--- config.mk ---
export PLATFORM = sky130hd
export DESIGN_NAME = sample_sequencer_flat
export DESIGN_NICKNAME = d
export VERILOG_FILES = /design/src/rtl/sample_sequencer_if.sv /design/src/rtl/sample_sequencer.sv /design/src/flat_wrapper.sv
export SDC_FILE = /design/constraint.sdc
export NUM_CORES = 1
export LEC_CHECK = 0
export CORE_UTILIZATION = 40
export CTS_CLUSTER_DIAMETER = 50
export DETAILED_ROUTE_END_ITERATION = 8
export HOLD_SLACK_MARGIN = 0.12
export PLACE_DENSITY = 0.76
export SKIP_CTS_REPAIR_TIMING = 1
export SLEW_MARGIN = 5
export SYNTH_ARGS = -nofsm -noshare
export SYNTH_HDL_FRONTEND = slang
export SYNTH_SLANG_ARGS = --single-unit
--- constraint.sdc ---
create_clock -name sysclk -period 1.4 [get_ports sysclk]
set_clock_uncertainty 0.15 [all_clocks]
set_input_delay 0.14 -clock sysclk [delete_from_list [all_inputs] [get_ports sysclk]]
set_output_delay 0.14 -clock sysclk [all_outputs]
set_load 0.02 [all_outputs]
--- src/rtl/sample_sequencer_if.sv ---
// Sample sequencer bus: ADC-side inputs plus sequencing/status outputs.
// ovr_cnt exists only when SAMPLE_SEQ_OVR_COUNT_EN is defined.
interface sample_sequencer_if;
  logic        data_valid;
  logic [9:0]  data_in;
  logic        run;
  logic        clr_ovr;
  logic [9:0]  x_out;
  logic        proc_en;
  logic        dac_load;
  logic        busy;
  logic        overrun;
  logic [15:0] sample_cnt;
`ifdef SAMPLE_SEQ_OVR_COUNT_EN
  logic [7:0]  ovr_cnt;

  modport master (
    output data_valid, data_in, run, clr_ovr,
    input  x_out, proc_en, dac_load, busy,
    input  overrun, sample_cnt, ovr_cnt
  );
  modport slave (
    input  data_valid, data_in, run, clr_ovr,
    output x_out, proc_en, dac_load, busy,
    output overrun, sample_cnt, ovr_cnt
  );
`else
  modport master (
    output data_valid, data_in, run, clr_ovr,
    input  x_out, proc_en, dac_load, busy,
    input  overrun, sample_cnt
  );
  modport slave (
    input  data_valid, data_in, run, clr_ovr,
    output x_out, proc_en, dac_load, busy,
    output overrun, sample_cnt
  );
`endif
endinterface

--- src/rtl/sample_sequencer.sv ---
// ADC sample sequencer: capture -> process -> DAC load, with overrun flag.
// Optional SAMPLE_SEQ_OVR_COUNT_EN adds a saturating dropped-edge counter.
module sample_sequencer #(
  parameter logic [9:0]  ADC_OFFSET   = 10'd512,
  parameter int unsigned PROC_LATENCY = 4
) (
  input logic               sysclk,
  input logic               reset,
  sample_sequencer_if.slave bus
);
  localparam logic [1:0] IDLE    = 2'd0;
  localparam logic [1:0] CAPTURE = 2'd1;
  localparam logic [1:0] PROCESS = 2'd2;
  localparam logic [1:0] OUTPUT  = 2'd3;

  localparam logic [3:0] LAT_INIT = 4'(PROC_LATENCY - 1);

  logic [1:0]  state;
  logic [3:0]  lat;
  logic        dv_q;
  logic        armed;
  logic        edge_ev;
  logic        drop;
  logic [9:0]  x_q;
  logic        proc_q;
  logic        dac_q;
  logic        ovr_q;
  logic [15:0] cnt_q;

  // armed stays low after reset until data_valid is seen low,
  // so a level already high at release is not taken as an edge
  assign edge_ev = bus.data_valid & ~dv_q & armed;
  assign drop    = edge_ev & (state != IDLE);

  always_ff @(posedge sysclk or posedge reset) begin
    if (reset) begin
      state  <= IDLE;
      lat    <= 4'd0;
      dv_q   <= 1'b0;
      armed  <= 1'b0;
      x_q    <= 10'd0;
      proc_q <= 1'b0;
      dac_q  <= 1'b0;
      ovr_q  <= 1'b0;
      cnt_q  <= 16'd0;
    end else begin
      dv_q   <= bus.data_valid;
      armed  <= armed | ~bus.data_valid;
      proc_q <= 1'b0;
      dac_q  <= 1'b0;
      unique case (state)
        IDLE: begin
          if (edge_ev && bus.run) begin
            state  <= CAPTURE;
            x_q    <= bus.data_in - ADC_OFFSET;
            proc_q <= 1'b1;
          end
        end
        CAPTURE: begin
          state <= PROCESS;
          lat   <= LAT_INIT;
        end
        PROCESS: begin
          if (lat == 4'd0) begin
            state <= OUTPUT;
            dac_q <= 1'b1;
          end else begin
            lat <= lat - 4'd1;
          end
        end
        OUTPUT: begin
          state <= IDLE;
          cnt_q <= cnt_q + 16'd1;
        end
        default: state <= IDLE;
      endcase
      if (drop)
        ovr_q <= 1'b1;
      else if (bus.clr_ovr)
        ovr_q <= 1'b0;
    end
  end

  assign bus.x_out      = x_q;
  assign bus.proc_en    = proc_q;
  assign bus.dac_load   = dac_q;
  assign bus.busy       = (state != IDLE);
  assign bus.overrun    = ovr_q;
  assign bus.sample_cnt = cnt_q;

`ifdef SAMPLE_SEQ_OVR_COUNT_EN
  logic [7:0] oc_q;

  // a drop in the clearing cycle restarts the count at one
  always_ff @(posedge sysclk or posedge reset) begin
    if (reset)
      oc_q <= 8'd0;
    else if (drop)
      oc_q <= bus.clr_ovr ? 8'd1
            : (oc_q == 8'hFF) ? oc_q : oc_q + 8'd1;
    else if (bus.clr_ovr)
      oc_q <= 8'd0;
  end

  assign bus.ovr_cnt = oc_q;
`endif
endmodule

--- src/flat_wrapper.sv ---
// flat-port wrapper written by rule: the top's interface ports become plain ports
module sample_sequencer_flat 
#(
  parameter logic [9:0]  ADC_OFFSET   = 10'd512,
  parameter int unsigned PROC_LATENCY = 4
)
  (sysclk, reset, bus_data_valid, bus_data_in, bus_run, bus_clr_ovr, bus_x_out, bus_proc_en, bus_dac_load, bus_busy, bus_overrun, bus_sample_cnt);
  sample_sequencer_if bus_i ();
  input logic sysclk;
  input logic reset;
  input wire logic [$bits(bus_i.data_valid)-1:0] bus_data_valid;
  input wire logic [$bits(bus_i.data_in)-1:0] bus_data_in;
  input wire logic [$bits(bus_i.run)-1:0] bus_run;
  input wire logic [$bits(bus_i.clr_ovr)-1:0] bus_clr_ovr;
  output wire logic [$bits(bus_i.x_out)-1:0] bus_x_out;
  output wire logic [$bits(bus_i.proc_en)-1:0] bus_proc_en;
  output wire logic [$bits(bus_i.dac_load)-1:0] bus_dac_load;
  output wire logic [$bits(bus_i.busy)-1:0] bus_busy;
  output wire logic [$bits(bus_i.overrun)-1:0] bus_overrun;
  output wire logic [$bits(bus_i.sample_cnt)-1:0] bus_sample_cnt;
  assign bus_i.data_valid = bus_data_valid;
  assign bus_i.data_in = bus_data_in;
  assign bus_i.run = bus_run;
  assign bus_i.clr_ovr = bus_clr_ovr;
  assign bus_x_out = bus_i.x_out;
  assign bus_proc_en = bus_i.proc_en;
  assign bus_dac_load = bus_i.dac_load;
  assign bus_busy = bus_i.busy;
  assign bus_overrun = bus_i.overrun;
  assign bus_sample_cnt = bus_i.sample_cnt;
  sample_sequencer #(.ADC_OFFSET(ADC_OFFSET), .PROC_LATENCY(PROC_LATENCY)) u_core (.sysclk(sysclk), .reset(reset), .bus(bus_i));
endmodule
==> impl_metrics.py, run 1 <==
metrics = {
    "timing": {
        "finalCritPeriodShare_pct": 113,
        "hold_viol_final": 0,
        "drv_slew": 0,
        "slew-limit-headroom_pct": 82.5,
        "rsz0062_at_grt": "true",
        "worst_slack_ns": -0.179,
        "tightestPinTransition_ns": 0.261,
        "timing.setup.tns_ns": -3.42,
        "fmax_ghz": 0.633,
        "period_minus_slack_ns": 1.58,
        "finalSetupViolations": 28,
    },
    "critical_path": {
        "critPathKind": "reg2reg",
        "path_buf_inv": 2,
        "cp-startpoint": "u_core.state[0]",
        "r2r_slack_ns": -0.18,
        "r2r-end": "u_core.bus.x_out[2]",
        "cp.arrival_ns": 1.60,
        "critPathCaptureType": "register",
        "r2r-start": "u_core.state[0]",
        "cpMaxStageDelayCell": "dfrtp_1",
        "cp.depth": 5,
        "rr_worst_depth": 5,
        "crit_chain": "inv_2 -> ha_4 -> nand4_1 -> buf_6 -> mux2_2",
        "crit_end": "u_core.bus.x_out[2]",
        "cp.required_ns": 1.42,
        "path_delay_family": "flip-flops",
        "max_stage_delay_ns": 0.43,
        "crit_path_max_fanout": 11,
        "critical_path.startpoint_type": "register",
    },
    "route": {
        "vias_per_cell": 4.74,
        "post-route-drc-count": 0,
        "detail_route.first_pass.iterations": 4,
        "num_vias": 1208,
        "wl_um": 3450,
        "drt_iter0_drc": 33,
        "post_drt_wl_per_cell_um": 13.5,
        "antenna_left": 0,
    },
    "floorplanning": {
        "die_w_um": 65.2,
        "die_y_um": 65.2,
        "num_rows": 22,
        "die-area_um2": 4250,
        "start_util_pct": 42.7,
        "core_um2": 3740,
        "io_pins": 45,
    },
    "grt": {
        "first_global_vias": 1320,
        "grt_max_degree": 21,
        "antenna_found_initial": 0,
        "track_usage_pct": 18.0,
        "overflow": 0,
        "grt_pass1_wl_um": 5820,
    },
    "synth": {
        "netlist_instances": 129,
        "yosysSeqAreaShare_pct": 57.9,
        "avgSynthCellArea_um2": 12.4,
        "syn-num-nets": 151,
        "synthDistinctLibCells": 29,
        "yosys_warnings": 0,
        "synthesis.area_um2": 1600,
        "ys_seq_elements": 37,
    },
    "clocking": {
        "clockBufferDepth": 2,
        "clk_pin_slew_ns": 0.07,
        "cts_made_buffers": 5,
        "cts.sinks": 37,
        "cts_tree": "done",
        "htreeDepth": 2,
        "cts_root_buf": "clkbuf_8",
        "clock_latency_ns": 0.29,
    },
    "hold_path": {
        "hold_path.class": "in2reg",
        "min_path_cells": 1,
    },
    "placed_design": {
        "portBuffers": 44,
        "gp_congestion": 0.823,
        "dp_hpwl_um": 2490,
        "post-place-ws_ns": -0.378,
    },
    "layout": {
        "n_antenna_cell": 0,
        "drive_gt1_share_pct": 37.7,
        "fin_util_pct": 71.1,
        "final_cell_mix": "dfrtp_1 (33), dlymetal6s2s_1 (29), buf_4 (21)",
        "nets": 228,
        "area.growth.synth_to_final_pct": 66.5,
        "layout.cells.most_common": "dfrtp_1",
    },
    "power": {
        "p_leak_nw": 1.56,
        "peakVddDrop_mv": 1.08,
        "p_per_area_nw_per_um2": 1860,
        "fin_total_pwr_w": 0.00494,
    },
    "outcome": {
        "status": "finished, violations left",
        "violations": "setup timing",
    },
    "flow_run": {
        "maxCapViolations": 0,
    },
}
==> power by group <==
part	internal, W	total, W	switching [W]
logic	0.00129	0.00236	0.00108
clock network	0.000579	0.000952	0.000373
registers	0.00139	0.00163	0.000242
total	0.00325	0.00494	0.00169
==> layout make-up <==
cell class / instances / area, um^2
Tap cell: 48 / 60.1
Multi-Input combinational cell: 81 / 772
Clock buffer: 6 / 82.6
Inverter: 9 / 33.8
Fill cell: 261 / 1080
Sequential cell: 37 / 931
Timing Repair Buffer: 72 / 743
Clock inverter: 2 / 37.5
==> state kept, by name (all words and copies together), names as in the netlist <==
signal                 cells
u_core.armed               1
u_core.bus.proc_en         1
u_core.bus.x_out          10
u_core.lat                 4
u_core.bus.sample_cnt     16
u_core.bus.overrun         1
u_core.dv_q                1
u_core.state               2
u_core.bus.dac_load        1
==> cells in the mapped netlist, drive strengths merged <==
library cell,n,area [um^2]
nand4b,1,8.76
nand2,11,41.3
nor3b,1,7.51
o21ai,6,33.8
xor2,2,17.5
and3,3,20.0
and2b,1,7.51
nand3,4,20.0
ha,7,87.6
a21boi,1,7.51
mux2,11,124
nor2b,1,6.26
and4,1,8.76
inv,9,33.8
nor4,1,6.26
nand4,5,37.5
a32o,1,10.0
mux2i,1,10.0
dfrtp,37,926
nand2b,3,18.8
nor3,1,10.0
a21oi,2,10.0
nor2,4,15.0
buf,2,16.3
xnor2,13,114
==> stage by stage <==
stage | cells | cell area [um^2] | hold WS, ns
floorplan | 129 | 1630 | 0.0214
global placement | 241 | 2270 | 0.309
detailed placement | 241 | 2270 | 0.320
CTS | 249 | 2390 | 0.0368
global route | 255 | 2660 | 0.195
finish | 255 | 2660 | 0.201
==> worst min path at each step <==
stage	from	to	slack, ns
global route	bus_data_valid	u_core.dv_q	0.20
finish	bus_data_valid	u_core.dv_q	0.20
detailed placement	u_core.bus.sample_cnt[15]	u_core.bus.sample_cnt[15]	0.32
floorplan	bus_data_valid	u_core.dv_q	0.02
global placement	u_core.bus.sample_cnt[15]	u_core.bus.sample_cnt[15]	0.31
CTS	reset	u_core.bus.x_out[9]	0.04
==> routing by layer <==
layer | global-route usage, % | share of wire, %
met1 | 20.0 | 42
met2 | 31.4 | 51
met3 | 6.77 | 6.2
met4 | 5.71 | 1.0
met5 | 0 | 0
==> kinds of logic (layout without fill, tap and decap cells) <==
kind of cell             after synthesis  in the layout  share of synthesized area, %
flip-flops                            37             37                          57.9
AND/OR/NAND/NOR                       37             37                          13.0
XOR/XNOR                              15             15                          8.22
multiplexers                          12             12                          8.38
buffers and inverters                 11             89                          3.13
AO/OA/AOI/OAI                         10             10                          3.84
adder cells (fa/ha/maj)                7              7                          5.48
Note: power is estimated with default switching activity, not from simulation.
==> run 2: changes to the inputs <==
--- a/config.mk
+++ b/config.mk
@@ -5,6 +5,7 @@
 export SDC_FILE = /design/constraint.sdc
 export NUM_CORES = 1
 export LEC_CHECK = 0
+export CORE_MARGIN = 1
 export CORE_UTILIZATION = 40
 export CTS_CLUSTER_DIAMETER = 50
 export DETAILED_ROUTE_END_ITERATION = 8
==> results of run 2 <==
The final DEF is identical to that of run 1; final timing and power are the same.
==> run 3: changes to the inputs <==
--- a/config.mk
+++ b/config.mk
@@ -7,6 +7,7 @@
 export LEC_CHECK = 0
 export CORE_MARGIN = 1
 export CORE_UTILIZATION = 40
+export CTS_BUF_LIST = sky130_fd_sc_hd__clkbuf_4 sky130_fd_sc_hd__clkbuf_8
 export CTS_CLUSTER_DIAMETER = 50
 export DETAILED_ROUTE_END_ITERATION = 8
 export HOLD_SLACK_MARGIN = 0.12
==> results of run 3 <==
The final DEF is identical to that of run 1; final timing and power are the same.
